--- config.mk ---
export PLATFORM = sky130hd
export DESIGN_NAME = load_store_unit
export DESIGN_NICKNAME = d
export VERILOG_FILES = /design/src/rtl/lsu_pkg.sv /design/src/rtl/lsu_lane_align.sv /design/src/rtl/load_store_unit.sv
export SDC_FILE = /design/constraint.sdc
export NUM_CORES = 1
export LEC_CHECK = 0
export ABC_AREA = 1
export CAP_MARGIN = 0
export CORE_ASPECT_RATIO = 1.75
export CORE_UTILIZATION = 47
export CTS_CLUSTER_DIAMETER = 200
export DETAILED_ROUTE_END_ITERATION = 8
export GPL_TIMING_DRIVEN = 0
export PLACE_DENSITY = 0.87
export SKIP_CTS_REPAIR_TIMING = 1
export SYNTH_ARGS = -nofsm -noshare
export SYNTH_HDL_FRONTEND = slang
export SYNTH_SLANG_ARGS = --single-unit
--- constraint.sdc ---
create_clock -name clk -period 4.7 [get_ports clk]
set_clock_uncertainty 0.15 [all_clocks]
set_input_delay 0.705 -clock clk [delete_from_list [all_inputs] [get_ports clk]]
set_output_delay 0.705 -clock clk [all_outputs]
set_load 0.01 [all_outputs]
--- src/rtl/lsu_pkg.sv ---
// Shared constants for the load/store unit: size encodings,
// FSM state codes and byte-lane geometry.
package lsu_pkg;

   localparam logic [1:0] SIZE_BYTE = 2'b00;
   localparam logic [1:0] SIZE_HALF = 2'b01;
   localparam logic [1:0] SIZE_WORD = 2'b10;

   localparam logic [0:0] LSU_IDLE      = 1'b0;
   localparam logic [0:0] LSU_RMW_WRITE = 1'b1;

   localparam int LANE_W = 8;
   localparam int LANES  = 4;

endpackage

--- src/rtl/lsu_lane_align.sv ---
// Combinational lane logic: load extraction/extension, store
// lane merge into the old word, and alignment checking.
module lsu_lane_align
   import lsu_pkg::*;
#(
   parameter int DATA_W = 32
) (
   input  logic [1:0]        size_i,
   input  logic              signed_i,
   input  logic [1:0]        lane_i,
   input  logic [DATA_W-1:0] rd_word_i,
   input  logic [DATA_W-1:0] st_data_i,
   output logic [DATA_W-1:0] load_o,
   output logic [DATA_W-1:0] merge_o,
   output logic              misaligned_o
);

   logic [4:0]        sh;
   logic [DATA_W-1:0] shifted;
   logic [DATA_W-1:0] mask;
   logic [DATA_W-1:0] ins;

   assign sh      = {lane_i, 3'b000};
   assign shifted = rd_word_i >> sh;

   always_comb begin
      load_o       = '0;
      mask         = '0;
      ins          = '0;
      misaligned_o = 1'b0;
      unique case (size_i)
         SIZE_BYTE: begin
            load_o = {{24{signed_i & shifted[7]}}, shifted[7:0]};
            mask   = 32'h0000_00FF << sh;
            ins    = {24'b0, st_data_i[7:0]} << sh;
         end
         SIZE_HALF: begin
            load_o       = {{16{signed_i & shifted[15]}}, shifted[15:0]};
            mask         = 32'h0000_FFFF << sh;
            ins          = {16'b0, st_data_i[15:0]} << sh;
            misaligned_o = lane_i[0];
         end
         SIZE_WORD: begin
            load_o       = rd_word_i;
            mask         = '1;
            ins          = st_data_i;
            misaligned_o = |lane_i;
         end
         default: misaligned_o = 1'b1;
      endcase
   end

   // Old lanes outside the mask survive the read-modify-write
   assign merge_o = (rd_word_i & ~mask) | (ins & mask);

endmodule

--- src/rtl/load_store_unit.sv ---
// Memory-stage front end: byte/half/word loads and stores onto a
// word-only memory, with two-cycle read-modify-write for sub-words.
module load_store_unit
   import lsu_pkg::*;
#(
   parameter int ADDR_W = 32,
   parameter int DATA_W = 32
) (
   input  logic              clk,
   input  logic              reset,
   input  logic              req_valid,
   input  logic              req_write,
   input  logic [1:0]        req_size,
   input  logic              req_signed,
   input  logic [ADDR_W-1:0] address,
   input  logic [DATA_W-1:0] write_data,
   output logic              mem_write,
   output logic [ADDR_W-1:0] mem_address,
   output logic [DATA_W-1:0] mem_write_data,
   input  logic [DATA_W-1:0] mem_read_data,
   output logic              stall,
   output logic [DATA_W-1:0] load_data,
   output logic              load_valid,
   output logic              misaligned
);

   logic [0:0]        state_q, state_d;
   logic [DATA_W-1:0] merge_q, merge_d;
   logic [DATA_W-1:0] load_data_q, load_data_d;
   logic              load_valid_q, load_valid_d;
   logic              mis_q, mis_d;
   logic              wr, stall_c;
   logic [DATA_W-1:0] al_load, al_merge;
   logic              al_mis;

   lsu_lane_align #(.DATA_W(DATA_W)) u_align (
      .size_i      (req_size),
      .signed_i    (req_signed),
      .lane_i      (address[1:0]),
      .rd_word_i   (mem_read_data),
      .st_data_i   (write_data),
      .load_o      (al_load),
      .merge_o     (al_merge),
      .misaligned_o(al_mis)
   );

   always_comb begin
      state_d        = state_q;
      merge_d        = merge_q;
      load_data_d    = load_data_q;
      load_valid_d   = 1'b0;
      mis_d          = 1'b0;
      wr             = 1'b0;
      stall_c        = 1'b0;
      mem_write_data = write_data;
      if (state_q == LSU_RMW_WRITE) begin
         wr             = 1'b1;
         mem_write_data = merge_q;
         state_d        = LSU_IDLE;
      end else if (req_valid) begin
         if (al_mis) begin
            mis_d = 1'b1;
         end else if (!req_write) begin
            load_data_d  = al_load;
            load_valid_d = 1'b1;
         end else if (req_size == SIZE_WORD) begin
            wr = 1'b1;
         end else begin
            stall_c = 1'b1;
            merge_d = al_merge;
            state_d = LSU_RMW_WRITE;
         end
      end
   end

   always_ff @(posedge clk or posedge reset) begin
      if (reset) begin
         state_q      <= LSU_IDLE;
         merge_q      <= '0;
         load_data_q  <= '0;
         load_valid_q <= 1'b0;
         mis_q        <= 1'b0;
      end else begin
         state_q      <= state_d;
         merge_q      <= merge_d;
         load_data_q  <= load_data_d;
         load_valid_q <= load_valid_d;
         mis_q        <= mis_d;
      end
   end

   assign mem_address = {address[ADDR_W-1:2], 2'b00};
   assign mem_write   = wr & ~reset;
   assign stall       = stall_c & ~reset;
   assign load_data   = load_data_q;
   assign load_valid  = load_valid_q;
   assign misaligned  = mis_q;

endmodule

=== After elaboration in Yosys (flattened, before gate mapping) ===
Cells that the tools add are included.

* Logic and storage cells: 51
* Register bits after elaboration: 67
* Output and inout port bits: 100
* Input port bits: 103

* Reduce and logical (&&, ||, !) cells: 4
* Shifts and indexed selects: 5
* Mux-type cells: 22
* Equality and inequality tests: 2
* Bitwise operators: 13

{| class="wikitable"
|+ Operator list
! cell !! number
|-
| 32-bit one-hot mux with 3 select lines || 3
|-
| 32-bit AND || 2
|-
| 32-bit 2-to-1 mux || 1
|-
| 32-bit inverter || 1
|-
| 32-bit bitwise OR || 1
|-
| 16-bit by 5-bit << shifter with 32-bit output || 1
|-
| 16-bit by 5-bit << shifter with 32-bit output (first input constant) || 1
|-
| 8-bit by 5-bit << shifter with 32-bit output || 1
|-
| 8-bit by 5-bit << shifter with 32-bit output (first input constant) || 1
|-
| 32-bit by 5-bit right shift with 16-bit output || 1
|-
| 1-bit 2-to-1 mux || 17
|-
| 1-bit inverter || 5
|-
| 5-bit AND reduction || 1
|-
| 1-bit AND || 4
|-
| 4-bit AND reduction || 1
|-
| 1-bit one-hot mux with 3 select lines || 1
|-
| 2-bit by 1-bit == test with 1-bit output (second input constant) || 1
|-
| 2-bit == test (second input constant) || 1
|-
| 2-bit logical NOT || 1
|-
| 2-bit OR reduction || 1
|}

=== Logic depth before layout (Yosys ltp) ===
* Depth after elaboration: 7
* Gate-level depth with buffers: 11
* Gate-level depth less buffers: 9

=== Modules after synthesis ===
A second synthesis with hierarchy kept.

* Cells, all modules: 737
* Area, all modules: 5039.8 um^2

{| class="wikitable"
|+ By module, submodules not included
! module !! cells an instance !! seq. area each (um^2) !! area each (um^2) !! times used
|-
| load_store_unit || 366 || 1676.6 || 3315.7 || 1
|-
| lsu_lane_align || 371 || 0.0 || 1724.2 || 1
|}

=== Least setup slack after synthesis ===
OpenSTA, ideal clock, no wires.

* Path kind: input to output
* Start: in req_size[1]
* End: out mem_write
* Arrival: 1.663 ns
* Slack: 2.182 ns
* Data required time: 3.845 ns
* Stages on the path: 7
* Buffers on the path: 3
* Cell sequence: buf_4 > buf_6 > nand2_2 > buf_2 > nor3_1 > nand2_1 > a21oi_1

* Word-level cells in the longest chain between the ends: 7
* Elaborated cells on any way between the ends: 10
* Classes of those cells: eq/ne (2); mux (6); bitwise (1); reduce/logical (1)

{| class="wikitable"
|+ RTL lines
! element !! line !! text
|-
| start, declared || load_store_unit.sv:13 || <nowiki>input logic [1:0] req_size,</nowiki>
|-
| 2-bit == test || lsu_lane_align.sv:31, load_store_unit.sv:66 ||
|-
| 1-bit 2-to-1 mux || load_store_unit.sv:66 || <nowiki>end else if (req_size == SIZE_WORD) begin</nowiki>
|-
| 1-bit 2-to-1 mux || load_store_unit.sv:63 || <nowiki>end else if (!req_write) begin</nowiki>
|-
| 1-bit 2-to-1 mux * || load_store_unit.sv:61 || <nowiki>if (al_mis) begin</nowiki>
|-
| 1-bit 2-to-1 mux * || load_store_unit.sv:60 || <nowiki>end else if (req_valid) begin</nowiki>
|-
| 1-bit 2-to-1 mux * || load_store_unit.sv:56 || <nowiki>if (state_q == LSU_RMW_WRITE) begin</nowiki>
|-
| 1-bit AND * || load_store_unit.sv:93 || <nowiki>assign mem_write = wr & ~reset;</nowiki>
|-
| end, declared || load_store_unit.sv:17 || <nowiki>output logic mem_write,</nowiki>
|}

Every way passes the cells marked *; elsewhere a longest branch is shown, timed or not.

=== Worst setup path in the final report ===
* Start: in address[0]
* End: out stall

* Word-level cells in the longest chain between the ends: 6

{| class="wikitable"
|+ RTL lines
! element !! line !! text
|-
| start, declared || load_store_unit.sv:15 || <nowiki>input logic [ADDR_W-1:0] address,</nowiki>
|-
| 2-bit OR reduction || lsu_lane_align.sv:47 || <nowiki>misaligned_o = |lane_i;</nowiki>
|-
| 1-bit one-hot mux with 3 select lines * || lsu_lane_align.sv:31 || <nowiki>unique case (size_i)</nowiki>
|-
| 1-bit 2-to-1 mux * || load_store_unit.sv:61 ||
|-
| 1-bit 2-to-1 mux * || load_store_unit.sv:60 ||
|-
| 1-bit 2-to-1 mux * || load_store_unit.sv:56 ||
|-
| 1-bit AND * || load_store_unit.sv:94 || <nowiki>assign stall = stall_c & ~reset;</nowiki>
|-
| end, declared || load_store_unit.sv:21 || <nowiki>output logic stall,</nowiki>
|}

Marked as above.

==> key figures <==
Critical path
  – Critical-path top delay cell: clkdlybuf4s50_1
  – CP bufs+invs: 4
  – CP Class: input port to output port
  – Top delay family on crit path: buffers and inverters
  – CP startpoint kind: input port
  – CP arrival: 2.71 ns
  – Crit-path max FO: 10
  – WP data required: 3.85 ns
  – Slowest stage delay, CP: 0.55 ns
  – CP endpoint kind: output port
  – CP most frequent cell: clkdlybuf4s50_1
  – Slack of the worst reg-to-reg path: 2.80 ns
  – Crit path cell chain: clkdlybuf4s50_1 -> buf_4 -> a21oi_2 -> nand3_2 -> clkbuf_1 -> nor2_1 -> clkdlybuf4s50_1

Timing
  – Post-route clock period utilization: 75.9%
  – Slew margin rel.: 43.8%
  – Unrepaired setup endpoints after global routing: false
  – Post-route setup TNS: 0 ns
  – Final hold violation count: 0
  – Min Hold Slack: 0.324 ns
  – Worst-margin pin slew: 0.843 ns
  – Setup violators final: 0
  – Tmin final: 3.57 ns
  – Max Clock Freq: 280 MHz
  – Final Max Slew Viols: 0

Synthesis
  – Ys Warns: 0
  – Cell area after synthesis: 0.00482 sq mm
  – Area contributors post-synth: dfrtp_1 35%, nand2_1 28%, nand3_1 9.7%, o21ai_0 6.0%, buf_4 5.9%
  – #FFs+latches synth: 67
  – Yosys top cell by area: dfrtp_1
  – Seq/Total Area, Yosys: 34.8%
  – Synth top area share: 34.8%
  – Synth cell types: 25
  – Avg Synthesized Cell Area: 6.26 sq um
  – Cells after Synth: 770

Drt
  – Per-cell routed wire length: 16.7 um
  – DR pass1 iterations: 5
  – Final ANT Viol Nets: 0
  – DRT iter0 DRCs: 461
  – Vias: 5737
  – DRC viols: 0
  – Via-to-Cell Ratio: 5.31
  – WL final: 18000 um

Die
  – DIE AREA: 0.0107 sq mm
  – Core area: 0.00991 sq mm
  – Initial Utilization: 48.6%
  – FP Rows: 48
  – Die height: 136 um
  – Number of I/O pins: 203
  – Die width: 78.6 um

Clock tree
  – Clock-pin slew on the worst setup and hold paths: 0.05 ns
  – Total CTS buffers: 9
  – Clock Tree Buf Depth: 2
  – Clock sinks: 67
  – Clk root buf: clkbuf_16
  – Worst-skew pair later-pin latency: 0.34 ns
  – H-tree depth: 3
  – TritonCTS clock tree: yes

Global routing
  – GRT overflow: 0
  – Antenna violations before repair: 0
  – Vias in the first global route: 5568
  – M1 GR Usage: 34.1%
  – Global-route wire length before repair: 27200 um
  – Met2 Use GR: 63.5%
  – Gr busiest metal: met2
  – M3 GR Usage: 6.11%
  – Gr usage total: 34.2%
  – Largest net degree at the start of global routing: 68

Power and ir drop
  – Worst VDD drop: 0.223 mV
  – Leakage: 0.00356 uW
  – Pwr dens: 294 mW/mm^2

Layout
  – P&R area growth vs syn: 44.1%
  – Most frequent cells in the layout: 355 x nand2_1, 169 x clkdlybuf4s50_1, 93 x nand3_1
  – Layout cells sized above 1: 10.3%
  – ANT cells: 0
  – Layout net count: 1054
  – Most common cell after layout, fill and taps aside: nand2_1

Worst hold path
  – Type of the tightest min-delay check: register to register

Job
  – Max_cap viols: 0

Run status
  – Status: completed

Placement
  – Hpwl dp: 14100 um
  – GPL Wtd Cong: 1.02
  – Port bufs: 169
worst min-delay path, stage by stage, from the launching register on:
cell     delay, ns
dfrtp_1       0.34
nand2_1       0.05
nand2_1       0.05
registers in the layout, indices dropped and copies added, names as in the netlist:
register	cells
load_data	32
load_valid	1
state_q	1
merge_q	32
misaligned	1
synthesized netlist by cell type:
master	count
clkbuf_1	11
nand3_2	2
nand2_1	355
dfrtp_1	67
nor2_1	19
nand3_4	1
clkinv_1	1
o21ai_1	5
buf_2	15
nor3_1	8
nand3_1	93
buf_6	7
o211ai_1	1
buf_4	38
inv_1	57
buf_1	1
a21oi_1	10
conb_1	1
a21oi_2	1
o21ai_0	58
inv_2	7
clkbuf_2	1
nor2_2	2
nand2_2	7
nor2_4	2
per-layer routing:
metal  wire [um]  part of all wire [%]  vias to the layer above
li1            -                     -                     2730
met1        6150                    34                     2612
met2        9640                    53                      328
met3        1200                   6.7                       67
met4        1040                   5.8                        0
met5           0                     0                        -
layout make-up:
class,instances,area (sq um)
clock buffers,12,246
inverters,65,246
fillers,872,2960
repair buffers,169,1690
well taps,125,156
multi-input cells,566,2410
plain buffers,73,489
clock inverters,4,26.3
flip-flops and latches,67,1680
path summary, 6_finish.rpt:
kind / depth (start not counted) / from / to
hold / removal: 2 / load_data[19] / load_data[19]
setup / recovery: 7 / address[0] / stall
min in group asynchronous: 2 / reset / merge_q[3]
hold reg to reg: 2 / load_data[19] / load_data[19]
setup reg to reg: 8 / state_q / merge_q[24]
max in group asynchronous: 2 / reset / merge_q[30]
per-stage QoR:
stage	setup WS (ns)	util, %	cell area, sq um	power [uW]	std cells
CTS	1.14	70.1	6950	2040	1081
global route	1.03	70.1	6950	2140	1081
detailed placement	1.17	67.4	6680	1420	1065
global placement	0.932	67.3	6670	1400	1065
finish	1.13	70.1	6950	2040	1081
floorplan	2.16	-	4820	1070	771
where the power goes:
group / internal [uW] / total [uW] / switching [uW]
Sequential: 690 / 754 / 63.6
Combinational: 330 / 660 / 331
Clock: 371 / 630 / 259
kinds of logic (layout without fill, tap and decap cells):
family	Yosys count	after routing	synth area share [%]
other cells	1	2	0.0778
buf+inv	138	323	15.2
flops	67	67	34.8
compound gates	75	75	7.92
simple gates	489	489	42.0
(Power assumes the default switching activity.)
